==> src/rtl/tx_rd_req_trigger.sv <==
// TX read-request trigger: pulls host-written packet data out of the current 2 MB huge page
// in MRRS/4 KB-bounded chunks, limited by TX buffer credits, and hands exhausted pages back.
module tx_rd_req_trigger #(
   parameter int unsigned BUF_AW        = 10,
   parameter int unsigned MAX_RD_QWORDS = 64,
   parameter int unsigned TIMEOUT_W     = 16
) (
   input  logic              clk,
   input  logic              reset_n,
   input  logic              huge_page_ready,
   input  logic [18:0]       host_committed_qwords,
   output logic              read_req,
   input  logic              read_req_ack,
   output logic [17:0]       read_req_offset,
   output logic [9:0]        read_req_qwords,
   input  logic              credit_return_valid,
   input  logic [BUF_AW:0]   credit_return_qwords,
   output logic              huge_page_release,
   input  logic              huge_page_release_ack
);

   localparam int unsigned OFF_W = 19;
   localparam int unsigned CW    = BUF_AW + 1;
   localparam int unsigned QW    = 10;
   localparam logic [OFF_W-1:0] PAGE_QWORDS = OFF_W'(32'd1 << 18);
   localparam logic [OFF_W-1:0] MAX_Q       = OFF_W'(MAX_RD_QWORDS);
   localparam logic [CW-1:0]    CREDIT_MAX  = CW'(32'd1 << BUF_AW);

   typedef enum logic [5:0] {
      IDLE      = 6'b000001,
      CALC      = 6'b000010,
      REQ       = 6'b000100,
      UPDATE    = 6'b001000,
      RELEASE   = 6'b010000,
      WAIT_PAGE = 6'b100000
   } state_t;

   state_t               state, state_d;
   logic [OFF_W-1:0]     rd_offset, rd_offset_d;
   logic [OFF_W-1:0]     avail, avail_d;
   logic [CW-1:0]        credits, credits_d;
   logic [TIMEOUT_W-1:0] timer, timer_d;
   logic                 read_req_d, release_d;
   logic [17:0]          offset_d;
   logic [QW-1:0]        qwords_d;
   logic [QW-1:0]        room;
   logic [OFF_W-1:0]     chunk_w;
   logic [CW:0]          credit_sum;

   // Largest legal request: MRRS, committed data, buffer space, and distance to the next 4 KB line
   always_comb begin
      room    = 10'd512 - {1'b0, rd_offset[8:0]};
      chunk_w = MAX_Q;
      if (avail < chunk_w)            chunk_w = avail;
      if (OFF_W'(credits) < chunk_w)  chunk_w = OFF_W'(credits);
      if (OFF_W'(room) < chunk_w)     chunk_w = OFF_W'(room);
   end

   // Returns and UPDATE consumption combine in one cycle; an extra bit keeps the sum exact before clamping
   always_comb begin
      credit_sum = {1'b0, credits};
      if (credit_return_valid) credit_sum = credit_sum + {1'b0, credit_return_qwords};
      if (state == UPDATE)     credit_sum = credit_sum - (CW+1)'(read_req_qwords);
      credits_d = (credit_sum > {1'b0, CREDIT_MAX}) ? CREDIT_MAX : credit_sum[CW-1:0];
   end

   always_comb begin
      state_d     = state;
      rd_offset_d = rd_offset;
      timer_d     = '0;
      read_req_d  = read_req;
      offset_d    = read_req_offset;
      qwords_d    = read_req_qwords;
      release_d   = huge_page_release;
      case (state)
         IDLE: begin
            if (huge_page_ready) begin
               if (rd_offset == PAGE_QWORDS) begin
                  state_d   = RELEASE;
                  release_d = 1'b1;
               end else if (chunk_w == MAX_Q ||
                            (chunk_w == OFF_W'(room) && chunk_w != '0)) begin
                  state_d = CALC;
               end else if (chunk_w != '0 && timer == '1) begin
                  state_d = CALC;
               end else if (chunk_w != '0) begin
                  timer_d = timer + TIMEOUT_W'(1);
               end
            end
         end
         CALC: begin
            read_req_d = 1'b1;
            offset_d   = rd_offset[17:0];
            qwords_d   = QW'(chunk_w);
            state_d    = REQ;
         end
         REQ: begin
            if (read_req_ack) begin
               read_req_d = 1'b0;
               state_d    = UPDATE;
            end
         end
         UPDATE: begin
            rd_offset_d = rd_offset + OFF_W'(read_req_qwords);
            state_d     = IDLE;
         end
         RELEASE: begin
            if (huge_page_release_ack) begin
               release_d   = 1'b0;
               rd_offset_d = '0;
               state_d     = WAIT_PAGE;
            end
         end
         WAIT_PAGE: state_d = IDLE;
         default:   state_d = IDLE;
      endcase
      // Built from the next offset so IDLE never acts on a pre-UPDATE value
      avail_d = (host_committed_qwords >= rd_offset_d) ? host_committed_qwords - rd_offset_d : '0;
   end

   always_ff @(posedge clk or negedge reset_n) begin
      if (!reset_n) begin
         state             <= IDLE;
         rd_offset         <= '0;
         avail             <= '0;
         credits           <= CREDIT_MAX;
         timer             <= '0;
         read_req          <= 1'b0;
         read_req_offset   <= '0;
         read_req_qwords   <= '0;
         huge_page_release <= 1'b0;
      end else begin
         state             <= state_d;
         rd_offset         <= rd_offset_d;
         avail             <= avail_d;
         credits           <= credits_d;
         timer             <= timer_d;
         read_req          <= read_req_d;
         read_req_offset   <= offset_d;
         read_req_qwords   <= qwords_d;
         huge_page_release <= release_d;
      end
   end

endmodule

==> config.mk <==
export PLATFORM = sky130hd
export DESIGN_NAME = tx_rd_req_trigger
export DESIGN_NICKNAME = d
export VERILOG_FILES = /design/src/rtl/tx_rd_req_trigger.sv
export SDC_FILE = /design/constraint.sdc
export NUM_CORES = 1
export LEC_CHECK = 0
export BUFFER_PORTS_ARGS = -buffer_cell sky130_fd_sc_hd__buf_2
export CAP_MARGIN = 20
export CORE_UTILIZATION = 30
export DETAILED_ROUTE_END_ITERATION = 6
export PLACE_DENSITY = 0.45
export SLEW_MARGIN = 5
export SYNTH_ARGS = -nofsm -noshare
export SYNTH_HDL_FRONTEND = slang
export SYNTH_SLANG_ARGS = --single-unit
==> constraint.sdc <==
create_clock -name clk -period 9.9 [get_ports clk]
set_clock_uncertainty 0.15 [all_clocks]
set_input_delay 0.99 -clock clk [delete_from_list [all_inputs] [get_ports clk]]
set_output_delay 0.99 -clock clk [all_outputs]
set_load 0.01 [all_outputs]
======== Word-level counts from Yosys, hierarchy flattened ========
Index checks and enable logic that the tools add are counted.
word-level totals
  bits in registers ....................... 101
  input bits .............................. 36
  output and inout bits ................... 30
  logic and storage cells ................. 71
operators by class
  add/subtract/negate cells ............... 6
  order comparisons ....................... 5
  equality and inequality tests ........... 14
  multiplexer cells ....................... 28
  reduce and logical (&&, ||, !) cells .... 9
operators with widths
  cell                                                                               count
  16-bit 2-to-1 mux                                                                  6
  19-bit 2-to-1 mux                                                                  5
  19-bit case mux with 2 select lines                                                1
  6-bit 2-to-1 mux                                                                   6
  12-bit 2-to-1 mux                                                                  2
  6-bit case mux with 4 select lines                                                 1
  19-bit by 10-bit adder with 19-bit output                                          1
  19-bit by 10-bit equality test with 1-bit output                                   1
  19-bit equality test, second input constant                                        1
  19-bit by 7-bit equality test with 1-bit output, second input constant             1
  19-bit >= comparator                                                               1
  10-bit by 19-bit less-than comparator with 1-bit output                            1
  11-bit by 19-bit less-than comparator with 1-bit output                            1
  19-bit by 7-bit less-than comparator with 1-bit output, second input constant      1
  19-bit nonzero test                                                                1
  19-bit subtractor                                                                  1
  16-bit by 1-bit adder with 16-bit output, second input constant                    1
  16-bit equality test, second input constant                                        1
  11-bit by 11-bit adder with 12-bit output                                          1
  12-bit by 11-bit greater-than comparator with 1-bit output, second input constant  1
  12-bit by 10-bit subtractor with 12-bit output                                     1
  11-bit 2-to-1 mux                                                                  1
  10-bit by 9-bit subtractor with 10-bit output, first input constant                1
  2-bit inequality test, second input constant                                       4
  other kinds (13)                                                                   20

======== Depth between registers and ports, before layout ========
  word-level depth ........................ 13
  gate-level depth with buffers ........... 25
  mapped depth without buffers ............ 19

======== Worst setup path after synthesis ========
Ideal clock, no wire load.
  path kind ............................... reg-to-reg
  from .................................... reg avail[11]
  to ...................................... reg state[0]
  setup time .............................. 69 ps
  arrival time ............................ 4740 ps
  data required time ...................... 9681 ps
  path slack .............................. 4941 ps
  stages on the path, launching flop included .. 23
  path buffers ............................ 4
  period minus slack after synthesis ...... 4959 ps
  cells stage by stage .................... dfrtp_1 -> nor4_1 -> and4_1 -> buf_6 -> buf_2 -> nand2_1 -> ha_1 -> a211oi_1 -> nor2_1 -> o41a_1 -> nor2_2 -> buf_4 -> buf_2 -> a21oi_1 -> ha_1 -> a21o_1 -> a21oi_1 -> a2bb2oi_1 -> a21oi_1 -> a2bb2oi_4 -> or3b_2 -> and3b_1 -> a21oi_2
between the ends
  cells in the longest elaborated chain, start to end .. 13
  elaborated cells on any way between the ends .. 18
  those cells by class .................... order compare (3); eq/ne (3); mux (7); reduce/logical (5)
RTL lines
  item                                                                                     RTL line  RTL
  start: declaration                                                                       40        logic [OFF_W-1:0] avail, avail_d;
  start signal: assignment                                                                 135       avail <= avail_d;
  19-bit by 7-bit less-than comparator with 1-bit output                                   54        if (avail < chunk_w) chunk_w = avail;
  19-bit 2-to-1 mux *                                                                      54
  11-bit by 19-bit less-than comparator with 1-bit output                                  55        if (OFF_W'(credits) < chunk_w) chunk_w = OFF_W'(credits);
  19-bit 2-to-1 mux *                                                                      55
  10-bit by 19-bit less-than comparator with 1-bit output                                  56        if (OFF_W'(room) < chunk_w) chunk_w = OFF_W'(room);
  19-bit 2-to-1 mux *                                                                      56
  19-bit by 10-bit equality test with 1-bit output or 19-bit nonzero test (tied branches)  82, 84
  1-bit logical AND                                                                        82        (chunk_w == OFF_W'(room) && chunk_w != '0)) begin
  1-bit logical OR                                                                         81        end else if (chunk_w == MAX_Q ||
  6-bit 2-to-1 mux                                                                         81
  6-bit 2-to-1 mux                                                                         78        if (rd_offset == PAGE_QWORDS) begin
  6-bit 2-to-1 mux                                                                         77        if (huge_page_ready) begin
  6-bit case mux with 4 select lines                                                       75        case (state)
  end signal: assignment                                                                   133       state <= state_d;
  end: declaration                                                                         38        state_t state, state_d;
Every way passes the cells marked *; elsewhere a longest branch is shown, timed or not. The select of a mux whose other input is x is not followed.
A chain may end at the register's enable or synchronous reset.

======== Worst setup path after layout ========
  from .................................... reg avail[11]
  to ...................................... reg state[1]
The elaborated chain is that of the path after synthesis.

==> flow_metrics.env <==
export IMPL_outcome="complete, but fails checks"
export IMPL_violations="DRC"
export IMPL_peakVddDrop_v=0.000106
export IMPL_syn_avg_cell_area_sq_um=8.74
export IMPL_yosysUniqueCellTypes=87
export IMPL_dr_pass1_iters=7
export IMPL_drive_gt1_share_pct=14.5
export IMPL_die_w_um=167
export IMPL_worstSetupPathType="flip-flop to flip-flop"
export IMPL_yosysTopAreaCellShare_pct=30.5
export IMPL_power_leakage_uw=0.00400
export IMPL_cts_max_level=3
export IMPL_power_density_nw_per_um2=322
export IMPL_clk_latency_ns=0.36
export IMPL_yosysMostFrequentCell="dfrtp_1"
export IMPL_die_h_um=167
export IMPL_hold_path_class="flip-flop to flip-flop"
export IMPL_drv_cap=0
export IMPL_whs_ns=0.350
export IMPL_power_uw=2920
export IMPL_cts_buffers=9
export IMPL_crit_family="compound AO/OA/AOI/OAI gates"
export IMPL_grt_pass1_vias=6939
export IMPL_cts_buffer_depth=2
export IMPL_slew_limit_headroom_pct=29.8
export IMPL_core_sq_um=26300
export IMPL_cts_resized=0
export IMPL_setup_viol=0
export IMPL_final_setup_tns_ns=0
export IMPL_report_final_slew_viol_count=0
export IMPL_end_kind="flip-flop"
export IMPL_drtAntennaViolNets=0
export IMPL_layout_min_cycle_time_ns=6.21
export IMPL_finalWorstSetupSlack_ns=3.69
export IMPL_via_per_inst=5.31
export IMPL_fmax_mhz=161
export IMPL_path_common_cell="a21oi_1"
export IMPL_syn_cell_area_sq_um=8120
export IMPL_grt_antenna_before_repair=0
export IMPL_cp_required_ns=10.05
export IMPL_synth_top_cells_by_count="dfrtp_1, nand2_1, ha_1"
export IMPL_fin_crit_sh_pct=62.8
export IMPL_synth_area_leaders="dfrtp_1, ha_1, nand2_1"
export IMPL_worst_slew_pin_slew_ns=1.04
export IMPL_fillers=2790
export IMPL_cts_tree="done"
export IMPL_hold_viol_final=0
export IMPL_die_area_sq_um=27700
export IMPL_worst_endpoint_arrival_ns=6.36
export IMPL_syn2layout_area_growth_pct=11.4
export IMPL_cts_setup_buffers=0
export IMPL_wire_per_inst_um=18.1
export IMPL_num_vias=7022
export IMPL_instances_no_fill=1322
export IMPL_start_util_pct=30.9
export IMPL_num_rows=59
export IMPL_grtUsageTotal_pct=17.6
export IMPL_clkTransAtPathRegs_ns=0.08
export IMPL_yosysWarnings=0
export IMPL_grt_setup_unrepaired="no"
export IMPL_critPathMaxFanout=21
export IMPL_synthArstFlopShare_pct=100
export IMPL_layout_nets=1093
export IMPL_ys_ff_latch=101
export IMPL_grt_pass1_wl_um=38300
export IMPL_grt_max_degree=54
export IMPL_synth_top_flop_cell="dfrtp_1"
export IMPL_synth_area_leader_cell="dfrtp_1"
export IMPL_dp_cells=1306
export IMPL_syn_inst=929
export IMPL_hpwl_um=18400
export IMPL_drc=2
export IMPL_place_gp_congestion=0.814
export IMPL_cp_num_buf_inv=0
export IMPL_slowest_stage="and4_1"
export IMPL_synth_edf_count=0
export IMPL_first_iter_violations=401
export IMPL_hold_buffers=0
export IMPL_diodes=0
export IMPL_slowest_delay_ns=0.73
export IMPL_ctsRootBufferMaster="clkbuf_16"
export IMPL_setup_worst_path_start_class="flip-flop"
export IMPL_yosysSeqAreaShare_pct=31.1
export IMPL_cts_sinks=101
export IMPL_pre_cts_slack_ns=3.67
export IMPL_port_buffer_count=65
export IMPL_ios=66
export IMPL_drt_wl_total_um=24000
export IMPL_cp_cell_sequence="nor4_1, and4_1, nand2_1, ha_1, a211oi_1, nor2_1, o41a_1, nor2_2, a21oi_1, ha_1, a21o_1, a21oi_1, a2bb2oi_1, a21oi_1, a311o_1, nand3_1, a31o_1, nor2b_2"
export IMPL_grt_ovfl_total=0
[sequential cells by signal, summed over array words and instances (netlist names)]
signal and flops:
credits 11, read_req_qwords 10, read_req 1, timer 16, state 6, avail 19, rd_offset 19, read_req_offset 18
huge_page_release 1
[worst reg2reg max path, cell delays in order (launching register included)]
cell and delay [ns]:
dfrtp_1 0.36, nor4_1 0.30, and4_1 0.73, nand2_1 0.17
ha_1 0.33, a211oi_1 0.22, nor2_1 0.10, o41a_1 0.43
nor2_2 0.73, a21oi_1 0.20, ha_1 0.33, a21o_1 0.18
a21oi_1 0.16, a2bb2oi_1 0.19, a21oi_1 0.15, a311o_1 0.43
nand3_1 0.12, a31o_1 0.62, nor2b_2 0.26
[per-stage QoR]
| step | utilization, % | instance area [sq um] |
|---|---|---|
| after floorplan | - | 8140 |
| after global placement | 33.3 | 8750 |
| after detailed placement | 33.3 | 8750 |
| after CTS | 34.4 | 9050 |
| after global routing | 34.4 | 9050 |
| final | 34.4 | 9050 |
[cell families after synthesis]
family,share of synthesized area [%]
AND/OR/NAND/NOR,20.6
buffers and inverters,4.96
adder cells (fa/ha/maj),11.9
multiplexers,4.30
other,0.0462
AO/OA/AOI/OAI,21.1
XOR/XNOR,6.02
flip-flops,31.1
[path summary, 6_finish.rpt]
path | start | end | slack (ns) | cells after the start
worst min register to register | huge_page_release | huge_page_release | 0.35 | 2
worst min-delay path | huge_page_release | huge_page_release | 0.35 | 2
worst max register to register | avail[11] | state[1] | 3.69 | 18
max in group asynchronous | reset_n | timer[5] | 7.92 | 2
worst max-delay path | avail[11] | state[1] | 3.69 | 18
min in group asynchronous | reset_n | rd_offset[7] | 0.53 | 1
[area by class of cell]
type                    instances  area [sq um]  share of cell area [%]
clock inverters                 6          52.6                   0.581
well taps                     335           419                    4.63
clock buffers                  10           239                    2.64
repair buffers                 70           365                    4.04
flip-flops and latches        101          2530                    28.0
inverters                      58           218                    2.41
multi-input cells             742          5220                    57.7
[power by group]
part,total (uW),switching [uW],internal (uW),leakage (uW)
combinational,1810,1060,754,0.00259
clock,360,177,183,0.000143
sequential,743,199,544,0.00126
[placed cells by master (no fill, tap or decap), types with 7 or more instances in the layout]
| cell | n |
|---|---|
| ha_1 | 71 |
| o21a_1 | 15 |
| or3_1 | 7 |
| nor2_1 | 66 |
| clkbuf_16 | 9 |
| a21oi_1 | 56 |
| a21o_1 | 14 |
| nor2b_1 | 9 |
| and2_1 | 7 |
| a211oi_1 | 15 |
| inv_1 | 57 |
| nor3_1 | 29 |
| and3_1 | 11 |
| a31oi_1 | 9 |
| xor2_1 | 26 |
| nor4_1 | 13 |
| xnor2_1 | 28 |
| o31ai_1 | 12 |
| dfrtp_1 | 99 |
| o21ai_0 | 59 |
| buf_2 | 64 |
| mux2_2 | 23 |
| nand3_1 | 32 |
| mux2i_1 | 9 |
| nand2_1 | 82 |
| nand4_1 | 20 |
[per-layer routing]
metal	up-vias	part of all wire [%]	global-route usage (%)	wire length, um
met3	43	2.8	2.21	677
li1	3523	-	-	-
met4	0	3.3	7.37	803
met1	3325	48	23.0	11500
met5	-	0	0	0
met2	131	46	29.4	11000
Note: power is estimated with default switching activity, not from simulation.
